File: config.mk
export PLATFORM = sky130hd
export DESIGN_NAME = execute_flat
export DESIGN_NICKNAME = d
export VERILOG_FILES = /design/src/rtl/execute_if.sv /design/src/rtl/execute.sv /design/src/flat_wrapper.sv
export SDC_FILE = /design/constraint.sdc
export NUM_CORES = 1
export LEC_CHECK = 0
export BUFFER_PORTS_ARGS = -buffer_cell sky130_fd_sc_hd__buf_2
export CORE_ASPECT_RATIO = 2
export CORE_MARGIN = 2
export CORE_UTILIZATION = 55
export DETAILED_ROUTE_END_ITERATION = 16
export GPL_TIMING_DRIVEN = 0
export PLACE_DENSITY = 0.82
export SLEW_MARGIN = 20
export SYNTH_ARGS = -nofsm -noshare
export SYNTH_HDL_FRONTEND = slang
export SYNTH_SLANG_ARGS = --single-unit
File: constraint.sdc
create_clock -name clk -period 2.9 [get_ports clk]
set_input_delay 0.145 -clock clk [delete_from_list [all_inputs] [get_ports clk]]
set_output_delay 0.145 -clock clk [all_outputs]
set_load 0.01 [all_outputs]
File: src/rtl/execute_if.sv
// Execute-stage boundary: the E-stage bundle from decode, the stall handshake,
// and the E/M pipeline register presented to the memory stage.
interface execute_if #(
  parameter int WORD    = 32,
  parameter int REGADDR = 5
);
  logic               validE;
  logic [WORD-1:0]    rdata1E;
  logic [WORD-1:0]    rdata2E;
  logic [WORD-1:0]    immE;
  logic [WORD-1:0]    pcE;
  logic [REGADDR-1:0] rdE;
  logic [3:0]         ALUControlE;
  logic [1:0]         ALUSrcE;
  logic               regWriteE;
  logic               memWriteE;
  logic               mem2regE;
  logic               flushE;
  logic               stallM;
  logic               stallE;
  logic               validM;
  logic [WORD-1:0]    ALUResultM;
  logic [WORD-1:0]    writeDataM;
  logic [REGADDR-1:0] rdM;
  logic               regWriteM;
  logic               memWriteM;
  logic               mem2regM;

  modport slave (
    input  validE, rdata1E, rdata2E, immE, pcE, rdE, ALUControlE, ALUSrcE,
           regWriteE, memWriteE, mem2regE, flushE, stallM,
    output stallE, validM, ALUResultM, writeDataM, rdM, regWriteM, memWriteM, mem2regM
  );

  modport master (
    output validE, rdata1E, rdata2E, immE, pcE, rdE, ALUControlE, ALUSrcE,
           regWriteE, memWriteE, mem2regE, flushE, stallM,
    input  stallE, validM, ALUResultM, writeDataM, rdM, regWriteM, memWriteM, mem2regM
  );
endinterface

File: src/rtl/execute.sv
// Execute stage: single-cycle ALU plus a shift-add multiplier that stalls the
// front end while it iterates, feeding the E/M pipeline register.
module execute #(
  parameter int WORD    = 32,
  parameter int REGADDR = 5
) (
  input  logic     clk,
  input  logic     reset,
  execute_if.slave e
);
  localparam int SHW = $clog2(WORD);

  localparam logic [3:0] OP_ADD  = 4'b0000;
  localparam logic [3:0] OP_SUB  = 4'b0001;
  localparam logic [3:0] OP_AND  = 4'b0010;
  localparam logic [3:0] OP_OR   = 4'b0011;
  localparam logic [3:0] OP_XOR  = 4'b0100;
  localparam logic [3:0] OP_SLL  = 4'b0101;
  localparam logic [3:0] OP_SRL  = 4'b0110;
  localparam logic [3:0] OP_SRA  = 4'b0111;
  localparam logic [3:0] OP_SLT  = 4'b1000;
  localparam logic [3:0] OP_SLTU = 4'b1001;
  localparam logic [3:0] OP_PASB = 4'b1010;
  localparam logic [3:0] OP_MUL  = 4'b1011;

  typedef enum logic [1:0] {IDLE = 2'd0, BUSY = 2'd1, DONE = 2'd2} state_e;

  state_e             state_q, state_d;
  logic [SHW-1:0]     cnt_q, cnt_d;
  logic [WORD-1:0]    prod_q, prod_d;
  logic [WORD-1:0]    mcand_q, mcand_d;
  logic [WORD-1:0]    mplier_q, mplier_d;

  logic               valid_q, valid_d;
  logic [WORD-1:0]    result_q, result_d;
  logic [WORD-1:0]    wdata_q, wdata_d;
  logic [REGADDR-1:0] rd_q, rd_d;
  logic               regwrite_q, regwrite_d;
  logic               memwrite_q, memwrite_d;
  logic               mem2reg_q, mem2reg_d;

  logic [WORD-1:0]    op_a, op_b, alu_res;
  logic [SHW-1:0]     shamt;
  logic               is_mul, mul_start, stall;

  assign op_a      = e.ALUSrcE[1] ? e.pcE  : e.rdata1E;
  assign op_b      = e.ALUSrcE[0] ? e.immE : e.rdata2E;
  assign shamt     = op_b[SHW-1:0];
  assign is_mul    = (e.ALUControlE == OP_MUL);
  assign mul_start = (state_q == IDLE) && e.validE && is_mul && !e.flushE;
  assign stall     = e.stallM || mul_start || (state_q == BUSY);
  assign e.stallE  = stall;

  // MUL is not handled here; its result comes from the product register in DONE.
  always_comb begin
    // NOTE: every always_comb output gets a default first so no path can infer a latch.
    alu_res = '0;
    unique case (e.ALUControlE)
      OP_ADD:  alu_res = op_a + op_b;
      OP_SUB:  alu_res = op_a - op_b;
      OP_AND:  alu_res = op_a & op_b;
      OP_OR:   alu_res = op_a | op_b;
      OP_XOR:  alu_res = op_a ^ op_b;
      OP_SLL:  alu_res = op_a << shamt;
      OP_SRL:  alu_res = op_a >> shamt;
      OP_SRA:  alu_res = $signed(op_a) >>> shamt;
      OP_SLT:  alu_res = {{(WORD-1){1'b0}}, $signed(op_a) < $signed(op_b)};
      OP_SLTU: alu_res = {{(WORD-1){1'b0}}, op_a < op_b};
      OP_PASB: alu_res = op_b;
      default: alu_res = '0;
    endcase
  end

  always_comb begin
    state_d  = state_q;
    cnt_d    = cnt_q;
    prod_d   = prod_q;
    mcand_d  = mcand_q;
    mplier_d = mplier_q;
    unique case (state_q)
      IDLE: begin
        if (mul_start && !e.stallM) begin
          state_d  = BUSY;
          mcand_d  = op_a;
          mplier_d = op_b;
          prod_d   = '0;
          cnt_d    = '0;
        end
      end
      BUSY: begin
        if (e.flushE) begin
          state_d = IDLE;
          cnt_d   = '0;
        end else begin
          if (mplier_q[0]) prod_d = prod_q + mcand_q;
          mcand_d  = mcand_q << 1;
          mplier_d = mplier_q >> 1;
          cnt_d    = cnt_q + 1'b1;
          if (cnt_q == SHW'(WORD - 1)) state_d = DONE;
        end
      end
      DONE: begin
        if (e.flushE) begin
          state_d = IDLE;
          cnt_d   = '0;
        end else if (!e.stallM) begin
          state_d = IDLE;
        end
      end
      default: state_d = IDLE;
    endcase
  end

  // A stalled memory stage freezes M; otherwise any stall or kill becomes a bubble.
  always_comb begin
    valid_d    = valid_q;
    result_d   = result_q;
    wdata_d    = wdata_q;
    rd_d       = rd_q;
    regwrite_d = regwrite_q;
    memwrite_d = memwrite_q;
    mem2reg_d  = mem2reg_q;
    if (!e.stallM) begin
      if (e.flushE || !e.validE || stall) begin
        valid_d    = 1'b0;
        result_d   = '0;
        wdata_d    = '0;
        rd_d       = '0;
        regwrite_d = 1'b0;
        memwrite_d = 1'b0;
        mem2reg_d  = 1'b0;
      end else begin
        valid_d    = 1'b1;
        result_d   = (state_q == DONE) ? prod_q : alu_res;
        wdata_d    = e.rdata2E;
        rd_d       = e.rdE;
        regwrite_d = e.regWriteE;
        memwrite_d = e.memWriteE;
        mem2reg_d  = e.mem2regE;
      end
    end
  end

  always_ff @(posedge clk or negedge reset) begin
    // NOTE: sequential state uses non-blocking assignments so all registers update together.
    if (!reset) begin
      state_q    <= IDLE;
      cnt_q      <= '0;
      prod_q     <= '0;
      mcand_q    <= '0;
      mplier_q   <= '0;
      valid_q    <= 1'b0;
      result_q   <= '0;
      wdata_q    <= '0;
      rd_q       <= '0;
      regwrite_q <= 1'b0;
      memwrite_q <= 1'b0;
      mem2reg_q  <= 1'b0;
    end else begin
      state_q    <= state_d;
      cnt_q      <= cnt_d;
      prod_q     <= prod_d;
      mcand_q    <= mcand_d;
      mplier_q   <= mplier_d;
      valid_q    <= valid_d;
      result_q   <= result_d;
      wdata_q    <= wdata_d;
      rd_q       <= rd_d;
      regwrite_q <= regwrite_d;
      memwrite_q <= memwrite_d;
      mem2reg_q  <= mem2reg_d;
    end
  end

  assign e.validM     = valid_q;
  assign e.ALUResultM = result_q;
  assign e.writeDataM = wdata_q;
  assign e.rdM        = rd_q;
  assign e.regWriteM  = regwrite_q;
  assign e.memWriteM  = memwrite_q;
  assign e.mem2regM   = mem2reg_q;
endmodule

File: src/flat_wrapper.sv
// flat-port wrapper written by rule: the top's interface ports become plain ports
module execute_flat 
#(
  parameter int WORD    = 32,
  parameter int REGADDR = 5
)
  (clk, reset, e_validE, e_rdata1E, e_rdata2E, e_immE, e_pcE, e_rdE, e_ALUControlE, e_ALUSrcE, e_regWriteE, e_memWriteE, e_mem2regE, e_flushE, e_stallM, e_stallE, e_validM, e_ALUResultM, e_writeDataM, e_rdM, e_regWriteM, e_memWriteM, e_mem2regM);
  execute_if #(.WORD(WORD), .REGADDR(REGADDR)) e_i ();
  input  logic clk;
  input  logic reset;
  input wire logic [$bits(e_i.validE)-1:0] e_validE;
  input wire logic [$bits(e_i.rdata1E)-1:0] e_rdata1E;
  input wire logic [$bits(e_i.rdata2E)-1:0] e_rdata2E;
  input wire logic [$bits(e_i.immE)-1:0] e_immE;
  input wire logic [$bits(e_i.pcE)-1:0] e_pcE;
  input wire logic [$bits(e_i.rdE)-1:0] e_rdE;
  input wire logic [$bits(e_i.ALUControlE)-1:0] e_ALUControlE;
  input wire logic [$bits(e_i.ALUSrcE)-1:0] e_ALUSrcE;
  input wire logic [$bits(e_i.regWriteE)-1:0] e_regWriteE;
  input wire logic [$bits(e_i.memWriteE)-1:0] e_memWriteE;
  input wire logic [$bits(e_i.mem2regE)-1:0] e_mem2regE;
  input wire logic [$bits(e_i.flushE)-1:0] e_flushE;
  input wire logic [$bits(e_i.stallM)-1:0] e_stallM;
  output wire logic [$bits(e_i.stallE)-1:0] e_stallE;
  output wire logic [$bits(e_i.validM)-1:0] e_validM;
  output wire logic [$bits(e_i.ALUResultM)-1:0] e_ALUResultM;
  output wire logic [$bits(e_i.writeDataM)-1:0] e_writeDataM;
  output wire logic [$bits(e_i.rdM)-1:0] e_rdM;
  output wire logic [$bits(e_i.regWriteM)-1:0] e_regWriteM;
  output wire logic [$bits(e_i.memWriteM)-1:0] e_memWriteM;
  output wire logic [$bits(e_i.mem2regM)-1:0] e_mem2regM;
  assign e_i.validE = e_validE;
  assign e_i.rdata1E = e_rdata1E;
  assign e_i.rdata2E = e_rdata2E;
  assign e_i.immE = e_immE;
  assign e_i.pcE = e_pcE;
  assign e_i.rdE = e_rdE;
  assign e_i.ALUControlE = e_ALUControlE;
  assign e_i.ALUSrcE = e_ALUSrcE;
  assign e_i.regWriteE = e_regWriteE;
  assign e_i.memWriteE = e_memWriteE;
  assign e_i.mem2regE = e_mem2regE;
  assign e_i.flushE = e_flushE;
  assign e_i.stallM = e_stallM;
  assign e_stallE = e_i.stallE;
  assign e_validM = e_i.validM;
  assign e_ALUResultM = e_i.ALUResultM;
  assign e_writeDataM = e_i.writeDataM;
  assign e_rdM = e_i.rdM;
  assign e_regWriteM = e_i.regWriteM;
  assign e_memWriteM = e_i.memWriteM;
  assign e_mem2regM = e_i.mem2regM;
  execute #(.WORD(WORD), .REGADDR(REGADDR)) u_core (.clk(clk), .reset(reset), .e(e_i));
endmodule
==> flow_summary.html, run 1 <==
<table>
<tr><th>Metric</th><th>Value</th></tr>
<tr><th colspan="2">Status</th></tr>
<tr><td>Outcome</td><td>stopped before the end</td></tr>
<tr><td>Last stage reached</td><td>global routing (5_1_grt)</td></tr>
<tr><td>Err</td><td>[ERROR GRT-0116] Global routing finished with congestion. Check the congestion regions in the DRC Viewer.</td></tr>
<tr><th colspan="2">Yosys</th></tr>
<tr><td>Flop and latch count out of synthesis</td><td>176</td></tr>
<tr><td>Avg Cell Area, Syn</td><td>7.769 um2</td></tr>
<tr><td>Register area share after synthesis</td><td>23.95%</td></tr>
<tr><td>Most instantiated flip-flop cell in the synthesis netlist</td><td>sky130_fd_sc_hd__dfrtp_1</td></tr>
<tr><td>Number of different library cells in the post-synthesis netlist</td><td>94</td></tr>
<tr><td>Cell count after synthesis</td><td>2367</td></tr>
<tr><td>Ys async rst share</td><td>100.0%</td></tr>
<tr><td>Count of flip-flops with a built-in enable after synthesis</td><td>0</td></tr>
<tr><td>Top cells by area in the synthesized netlist</td><td>sky130_fd_sc_hd__dfrtp_1, sky130_fd_sc_hd__ha_1, sky130_fd_sc_hd__a21oi_1, sky130_fd_sc_hd__mux2i_1, sky130_fd_sc_hd__nor2_1</td></tr>
<tr><td>Synthesis warning total</td><td>0</td></tr>
<tr><td>Syn Std Cell Area</td><td>18390 um2</td></tr>
<tr><td>Net count of the mapped netlist</td><td>2654</td></tr>
<tr><td>Cell type with the largest total area after synthesis</td><td>sky130_fd_sc_hd__dfrtp_1</td></tr>
<tr><td>Top-area cell type share of the netlist area</td><td>23.95%</td></tr>
<tr><th colspan="2">Floorplan</th></tr>
<tr><td>Die W</td><td>133.3 um</td></tr>
<tr><td>Top Ports</td><td>221</td></tr>
<tr><td>Starting Density</td><td>55.84%</td></tr>
<tr><td>Number of core rows</td><td>94</td></tr>
<tr><td>Die Y</td><td>262.6 um</td></tr>
<tr><th colspan="2">Clock network</th></tr>
<tr><td>Buffer levels on the longest clock path</td><td>2</td></tr>
<tr><td>Clock buffer count from CTS</td><td>17</td></tr>
<tr><td>Number of clock sinks seen by CTS</td><td>176</td></tr>
<tr><td>Root buffer selected by CTS</td><td>sky130_fd_sc_hd__clkbuf_16</td></tr>
<tr><td>H-tree depth</td><td>4</td></tr>
<tr><th colspan="2">Placed design</th></tr>
<tr><td>Estimated wirelength of the detail-placed design</td><td>81.50 mm</td></tr>
<tr><td>Worst slack after detailed placement</td><td>-2.044 ns</td></tr>
<tr><td>Final weighted congestion in routability-driven placement</td><td>1.193</td></tr>
<tr><td>I/O Buffers</td><td>218</td></tr>
<tr><th colspan="2">Global route</th></tr>
<tr><td>Maximum number of pins on one net before global-route repair</td><td>100</td></tr>
<tr><td>GRT overflow</td><td>393</td></tr>
<tr><td>Global-route wire length before repair</td><td>209.1 mm</td></tr>
<tr><td>Overall routing resource usage</td><td>77.99%</td></tr>
<tr><td>Vias in the first global route</td><td>28110</td></tr>
</table>
==> metrics by stage <==
| step | instances | cell area [um2] |
|---|---|---|
| 2_1_floorplan | 2367 | 18700 |
| 3_3_place_gp | 3017 | 20330 |
| 3_5_place_dp | 3021 | 20420 |
| 4_1_cts | 3194 | 23830 |
==> cell families after synthesis <==
| group | count (synthesis) | share of synthesized area, % |
|---|---|---|
| muxes | 169 | 10.18 |
| xor gates and xnor gates | 39 | 1.858 |
| DFF | 176 | 23.95 |
| and+or+nand+nor | 680 | 16.24 |
| buffers and inverters | 273 | 6.192 |
| AOI/OAI and AO/OA | 890 | 31.93 |
| adders and majority gates | 140 | 9.648 |
==> timing repair <==
| action | in CTS |
|---|---|
| pin swaps | 63 |
| setup endpoints to repair | 64 |
| buffers inserted | 106 |
| endpoints found under the hold margin | 117 |
| resized for setup | 316 |
| hold buffers | 41 |
| cloned | 2 |
==> layer usage <==
layer  GRT overflow  track usage [%]
met1             12            75.40
met2            200            96.21
met3             11            61.65
met4            167            81.34
met5              3            25.50
==> synthesized netlist by cell type, types with 14 or more instances <==
cell type                    n
sky130_fd_sc_hd__a21o_1     27
sky130_fd_sc_hd__a31oi_1    33
sky130_fd_sc_hd__o211ai_1   20
sky130_fd_sc_hd__mux2i_1   131
sky130_fd_sc_hd__xnor2_1    30
sky130_fd_sc_hd__o21bai_1   17
sky130_fd_sc_hd__buf_1      21
sky130_fd_sc_hd__a211oi_1   26
sky130_fd_sc_hd__nand2b_1   24
sky130_fd_sc_hd__dfrtp_1   176
sky130_fd_sc_hd__buf_2      29
sky130_fd_sc_hd__a22o_1     65
sky130_fd_sc_hd__nand2_1   241
sky130_fd_sc_hd__a221o_1    17
sky130_fd_sc_hd__inv_1      96
sky130_fd_sc_hd__a221oi_1   32
sky130_fd_sc_hd__a21oi_1   263
sky130_fd_sc_hd__clkbuf_1  105
sky130_fd_sc_hd__o31ai_1    14
sky130_fd_sc_hd__o21ai_1    19
sky130_fd_sc_hd__o221ai_1   20
sky130_fd_sc_hd__o22ai_1    27
sky130_fd_sc_hd__mux2i_2    17
sky130_fd_sc_hd__o21ai_0   173
sky130_fd_sc_hd__ha_1      137
sky130_fd_sc_hd__nor2_1    248
sky130_fd_sc_hd__nor2b_1    15
sky130_fd_sc_hd__nor3_1     41
sky130_fd_sc_hd__nand3_1    38
sky130_fd_sc_hd__a22oi_1    22
==> run 2: changes to the inputs <==
- CORE_ASPECT_RATIO: 2 -> not set
- CORE_UTILIZATION: 55 -> 40
- PLACE_DENSITY: 0.82 -> not set
- PLACE_DENSITY_LB_ADDON: not set -> 0.15
- clock period: 2.9 -> 3.75 ns (I/O delays scaled with it)
==> flow_summary.html, run 2 <==
<table>
<tr><th>Metric</th><th>Value</th></tr>
<tr><th colspan="2">Yosys</th></tr>
<tr><td>Simple-gate area share of the yosys netlist</td><td>16.24% (unchanged)</td></tr>
<tr><td>Cell type with the largest total area after synthesis</td><td>sky130_fd_sc_hd__dfrtp_1 (unchanged)</td></tr>
<tr><td>Net count of the mapped netlist</td><td>2654 (unchanged)</td></tr>
<tr><td>Flop and latch count out of synthesis</td><td>176 (unchanged)</td></tr>
<tr><td>Avg Cell Area, Syn</td><td>7.769 um2 (unchanged)</td></tr>
<tr><td>Top-area cell type share of the netlist area</td><td>23.95% (unchanged)</td></tr>
<tr><td>Cell count after synthesis</td><td>2367 (unchanged)</td></tr>
<tr><td>Number of different library cells in the post-synthesis netlist</td><td>94 (unchanged)</td></tr>
<tr><td>Top cells by area in the synthesized netlist</td><td>sky130_fd_sc_hd__dfrtp_1, sky130_fd_sc_hd__ha_1, sky130_fd_sc_hd__a21oi_1, sky130_fd_sc_hd__mux2i_1, sky130_fd_sc_hd__nor2_1 (unchanged)</td></tr>
<tr><td>Dominant combinational cell family by area after synthesis</td><td>compound AO/OA/AOI/OAI gates (unchanged)</td></tr>
<tr><td>Count of flip-flops with a built-in enable after synthesis</td><td>0 (unchanged)</td></tr>
<tr><td>Synth Area in Compound Gates</td><td>31.93% (unchanged)</td></tr>
<tr><td>Most frequent cell after synthesis</td><td>sky130_fd_sc_hd__a21oi_1 (unchanged)</td></tr>
<tr><td>Leading cell types by count after synthesis</td><td>sky130_fd_sc_hd__a21oi_1, sky130_fd_sc_hd__nor2_1, sky130_fd_sc_hd__nand2_1 (unchanged)</td></tr>
<tr><td>Syn Std Cell Area</td><td>18390 um2 (unchanged)</td></tr>
<tr><td>Ys async rst share</td><td>100.0% (unchanged)</td></tr>
<tr><td>Most instantiated flip-flop cell in the synthesis netlist</td><td>sky130_fd_sc_hd__dfrtp_1 (unchanged)</td></tr>
<tr><td>Register area share after synthesis</td><td>23.95% (unchanged)</td></tr>
<tr><td>Synthesis warning total</td><td>0 (unchanged)</td></tr>
<tr><td>Parity-gate share of the synthesized area counting xor and xnor cells</td><td>1.858% (unchanged)</td></tr>
<tr><td>Multiplexer fraction of the synthesized cell area</td><td>10.18% (unchanged)</td></tr>
<tr><td>Post-synthesis adder-cell area fraction</td><td>9.648% (unchanged)</td></tr>
<tr><th colspan="2">Global route</th></tr>
<tr><td>Maximum number of pins on one net before global-route repair</td><td>77</td></tr>
<tr><td>Global-route wire length before repair</td><td>149.5 mm</td></tr>
<tr><td>Antenna violations before repair</td><td>7</td></tr>
<tr><td>Overall routing resource usage</td><td>44.06%</td></tr>
<tr><td>GRT overflow</td><td>0</td></tr>
<tr><td>Vias in the first global route</td><td>20730</td></tr>
<tr><th colspan="2">Timing</th></tr>
<tr><td>RSZ-0062 raised after global routing</td><td>yes</td></tr>
<tr><td>Max Freq</td><td>261.1 MHz</td></tr>
<tr><td>Setup Viol. Count Final</td><td>2</td></tr>
<tr><td>Post-layout worst setup margin</td><td>-0.07939 ns</td></tr>
<tr><td>Fin crit period</td><td>3.829 ns</td></tr>
<tr><td>Tightest slew margin relative to the limit</td><td>22.52%</td></tr>
<tr><td>Total count of hold-check failures in the final report</td><td>0</td></tr>
<tr><td>Share of the clock period used by the worst path after layout</td><td>102.1%</td></tr>
<tr><td>Fin Clk Skew</td><td>0.01059 ns</td></tr>
<tr><td>Transition time at the pin with the least slew margin</td><td>1.162 ns</td></tr>
<tr><td>Number of max-slew violations in the final report</td><td>0</td></tr>
<tr><th colspan="2">Clock network</th></tr>
<tr><td>Root buffer selected by CTS</td><td>sky130_fd_sc_hd__clkbuf_16 (unchanged)</td></tr>
<tr><td>Reg clk slew, reported paths</td><td>0.07 ns</td></tr>
<tr><td>Clock buffer count from CTS</td><td>17 (unchanged)</td></tr>
<tr><td>H-tree depth</td><td>4 (unchanged)</td></tr>
<tr><td>Clock tree from TritonCTS</td><td>built</td></tr>
<tr><td>Buffer levels on the longest clock path</td><td>2 (unchanged)</td></tr>
<tr><td>Number of clock sinks seen by CTS</td><td>176 (unchanged)</td></tr>
<tr><td>Worst skew pair latency</td><td>0.49 ns</td></tr>
<tr><th colspan="2">Power and ir drop</th></tr>
<tr><td>Net Sw Frac</td><td>45.17%</td></tr>
<tr><td>Share of power burned in combinational logic</td><td>46.7%</td></tr>
<tr><td>Sequential group share of total power</td><td>29.6%</td></tr>
<tr><td>Pwr Total</td><td>7.978 mW</td></tr>
<tr><td>Power per cell area</td><td>358.9 nW/um2</td></tr>
<tr><td>Max VDD drop</td><td>351.6 uV</td></tr>
<tr><td>Part of the power in the clock network</td><td>23.7%</td></tr>
<tr><td>Internal power of the cells</td><td>4.375 mW</td></tr>
<tr><td>Leak Pwr</td><td>10.05 nW</td></tr>
<tr><td>Psw</td><td>3.604 mW</td></tr>
<tr><th colspan="2">Worst setup path</th></tr>
<tr><td>Crit path DAT</td><td>4.18 ns</td></tr>
<tr><td>Required time of the worst setup path</td><td>4.10 ns</td></tr>
<tr><td>Type of the worst setup path</td><td>input port to flip-flop</td></tr>
<tr><td>Kind of start point of the critical path</td><td>input port</td></tr>
<tr><td>Nature of the critical path endpoint</td><td>flip-flop</td></tr>
<tr><td>Crit-path max cell delay</td><td>0.78 ns</td></tr>
<tr><td>Setup slack of the worst register-to-register path</td><td>0.28 ns</td></tr>
<tr><td>Slowest cell on crit path</td><td>sky130_fd_sc_hd__mux2i_2</td></tr>
<tr><td>Dominant cell type by count on the critical path</td><td>sky130_fd_sc_hd__mux2i_1</td></tr>
<tr><td>Worst path cell trace</td><td>buf_6 &gt; buf_6 &gt; mux2i_2 &gt; inv_2 &gt; mux2i_1 &gt; mux2i_1 &gt; o221a_1 &gt; mux2i_1 &gt; o221ai_1 &gt; a211oi_2 &gt; o21ai_1</td></tr>
<tr><td>Crit path max fanout</td><td>10</td></tr>
<tr><th colspan="2">Placed design</th></tr>
<tr><td>Worst slack after detailed placement</td><td>-1.974 ns (was -2.044 ns)</td></tr>
<tr><td>I/O Buffers</td><td>218 (unchanged)</td></tr>
<tr><td>Estimated wirelength of the detail-placed design</td><td>84.41 mm (was 81.50 mm)</td></tr>
<tr><td>Final weighted congestion in routability-driven placement</td><td>1.094 (was 1.193)</td></tr>
<tr><th colspan="2">Final layout</th></tr>
<tr><td>Share of final-layout standard cells stronger than drive strength 1</td><td>17.87%</td></tr>
<tr><td>Most common library cell in the layout ignoring fill and taps</td><td>sky130_fd_sc_hd__a21oi_1</td></tr>
<tr><td>Final-stage net count</td><td>2949</td></tr>
<tr><td>Area growth from synthesis to final layout</td><td>20.90%</td></tr>
<tr><td>Commonest non-fill, non-tap cells in the layout</td><td>sky130_fd_sc_hd__a21oi_1, sky130_fd_sc_hd__nor2_1, sky130_fd_sc_hd__nand2_1</td></tr>
<tr><th colspan="2">Floorplan</th></tr>
<tr><td>Die W</td><td>218.4 um (was 133.3 um)</td></tr>
<tr><td>Top Ports</td><td>221 (unchanged)</td></tr>
<tr><td>Core box area</td><td>45380 um2</td></tr>
<tr><td>Die Y</td><td>218.4 um (was 262.6 um)</td></tr>
<tr><td>Starting Density</td><td>40.52% (was 55.84%)</td></tr>
<tr><td>Number of core rows</td><td>78 (was 94)</td></tr>
<tr><td>DIE AREA</td><td>47700 um2</td></tr>
<tr><th colspan="2">Routing</th></tr>
<tr><td>Antenna Violating Nets Remaining</td><td>0</td></tr>
<tr><td>DR pass1 iterations</td><td>6</td></tr>
<tr><td>Drt wl/cell</td><td>32.64 um</td></tr>
<tr><td>Starting DRT DRC Count</td><td>3134</td></tr>
<tr><td>Post-route DRC violation count</td><td>0</td></tr>
<tr><td>Via density per instance</td><td>6.705</td></tr>
<tr><td>Number of vias after detailed routing</td><td>21990</td></tr>
<tr><td>Total wirelength of the detailed-routed design</td><td>107.1 mm</td></tr>
<tr><th colspan="2">Status</th></tr>
<tr><td>Outcome</td><td>finished, violations left (was stopped before the end)</td></tr>
<tr><td>Failing checks</td><td>negative setup slack</td></tr>
<tr><th colspan="2">Min path</th></tr>
<tr><td>Min-delay worst type</td><td>input port to flip-flop</td></tr>
<tr><th colspan="2">Job</th></tr>
<tr><td>Max-Cap Viols</td><td>0</td></tr>
</table>
==> run 2: cell counts after synthesis <==
Identical to the previous run, type by type.
==> run 2: routing by layer <==
layer	wire (um)	vias to the layer above	part of all wire, %	GRT usage (%)
li1	-	9343	-	-
met1	41830	10810	39	56.78
met2	44890	1543	42	64.25
met3	12590	299	12	12.08
met4	7723	2	7.2	28.64
met5	11	-	0.010	1.875
==> run 2: layout make-up <==
type	count	area (um2)
plain buffers	160	842.1
well taps	600	750.7
fillers	4474	23150
repair buffers	282	1772
inverters	107	415.4
flip-flops and latches	176	4404
multi-input cells	1918	13430
diodes	5	12.51
clock inverters	14	170.2
clock buffers	18	439.2
==> run 2: worst max-delay path: cells and delay by family <==
kind	cells	cell delay, ns
AOI/OAI and AO/OA	4	1.25
muxes	4	2.08
buffers and inverters	3	0.64
==> run 2: path summary, 6_finish.rpt <==
| check | start | end | cells past startpoint |
|---|---|---|---|
| worst max register to register | u_core.state_q[1] | u_core.e.ALUResultM[11] | 7 |
| min in group asynchronous | reset | u_core.cnt_q[0] | 2 |
| worst max-delay path | e_ALUSrcE[1] | u_core.e.ALUResultM[12] | 11 |
| worst min register to register | u_core.mplier_q[23] | u_core.mplier_q[23] | 2 |
| max in group asynchronous | reset | u_core.e.writeDataM[3] | 3 |
| worst min-delay path | e_rdata2E[3] | u_core.e.writeDataM[3] | 2 |
==> run 2: timing repair <==
| item | in CTS | in global routing |
|---|---|---|
| pin swaps | 4 | 7 |
| endpoints found under the setup margin | 30 | 25 |
| setup buffers | 7 | 4 |
| hold endpoints to repair | 204 | 0 |
| gates resized for setup | 100 | 53 |
| hold buffers | 39 | 0 |
==> run 2: kinds of logic (layout without fill, tap and decap cells) <==
group,after synthesis,count (layout)
flip-flops,176,176
XOR/XNOR,39,39
other,0,5
multiplexers,169,169
adder cells (fa/ha/maj),140,140
AND/OR/NAND/NOR,680,680
buffers and inverters,273,581
AO/OA/AOI/OAI,890,890
==> run 2: power by group through the flow <==
stage	combinational (mW)	clock, mW	sequential, mW
finish	3.73	1.89	2.36
global route	3.92	1.98	2.39
CTS	3.51	1.91	2.35
detailed placement	3.37	0	2.39
global placement	3.30	0	2.38
floorplan	2.08	0	2.34
==> run 2: per-stage QoR <==
stage | cell area [um2] | hold slack, ns | util (%) | setup TNS (ns) | cells
floorplan | 18390 | -0.1081 | - | 0 | 2367
global placement | 20240 | 0.4028 | 44.59 | -107.88 | 3185
detailed placement | 20530 | 0.09225 | 45.24 | -44.20 | 3199
global route | 22230 | 0.04708 | 48.97 | -0.1461 | 3277
CTS | 21990 | 0.03760 | 48.45 | -0.08271 | 3274
finish | 22230 | 0.02698 | 48.99 | -0.1030 | 3280
No activity file was read; power rests on OpenSTA's default activity.
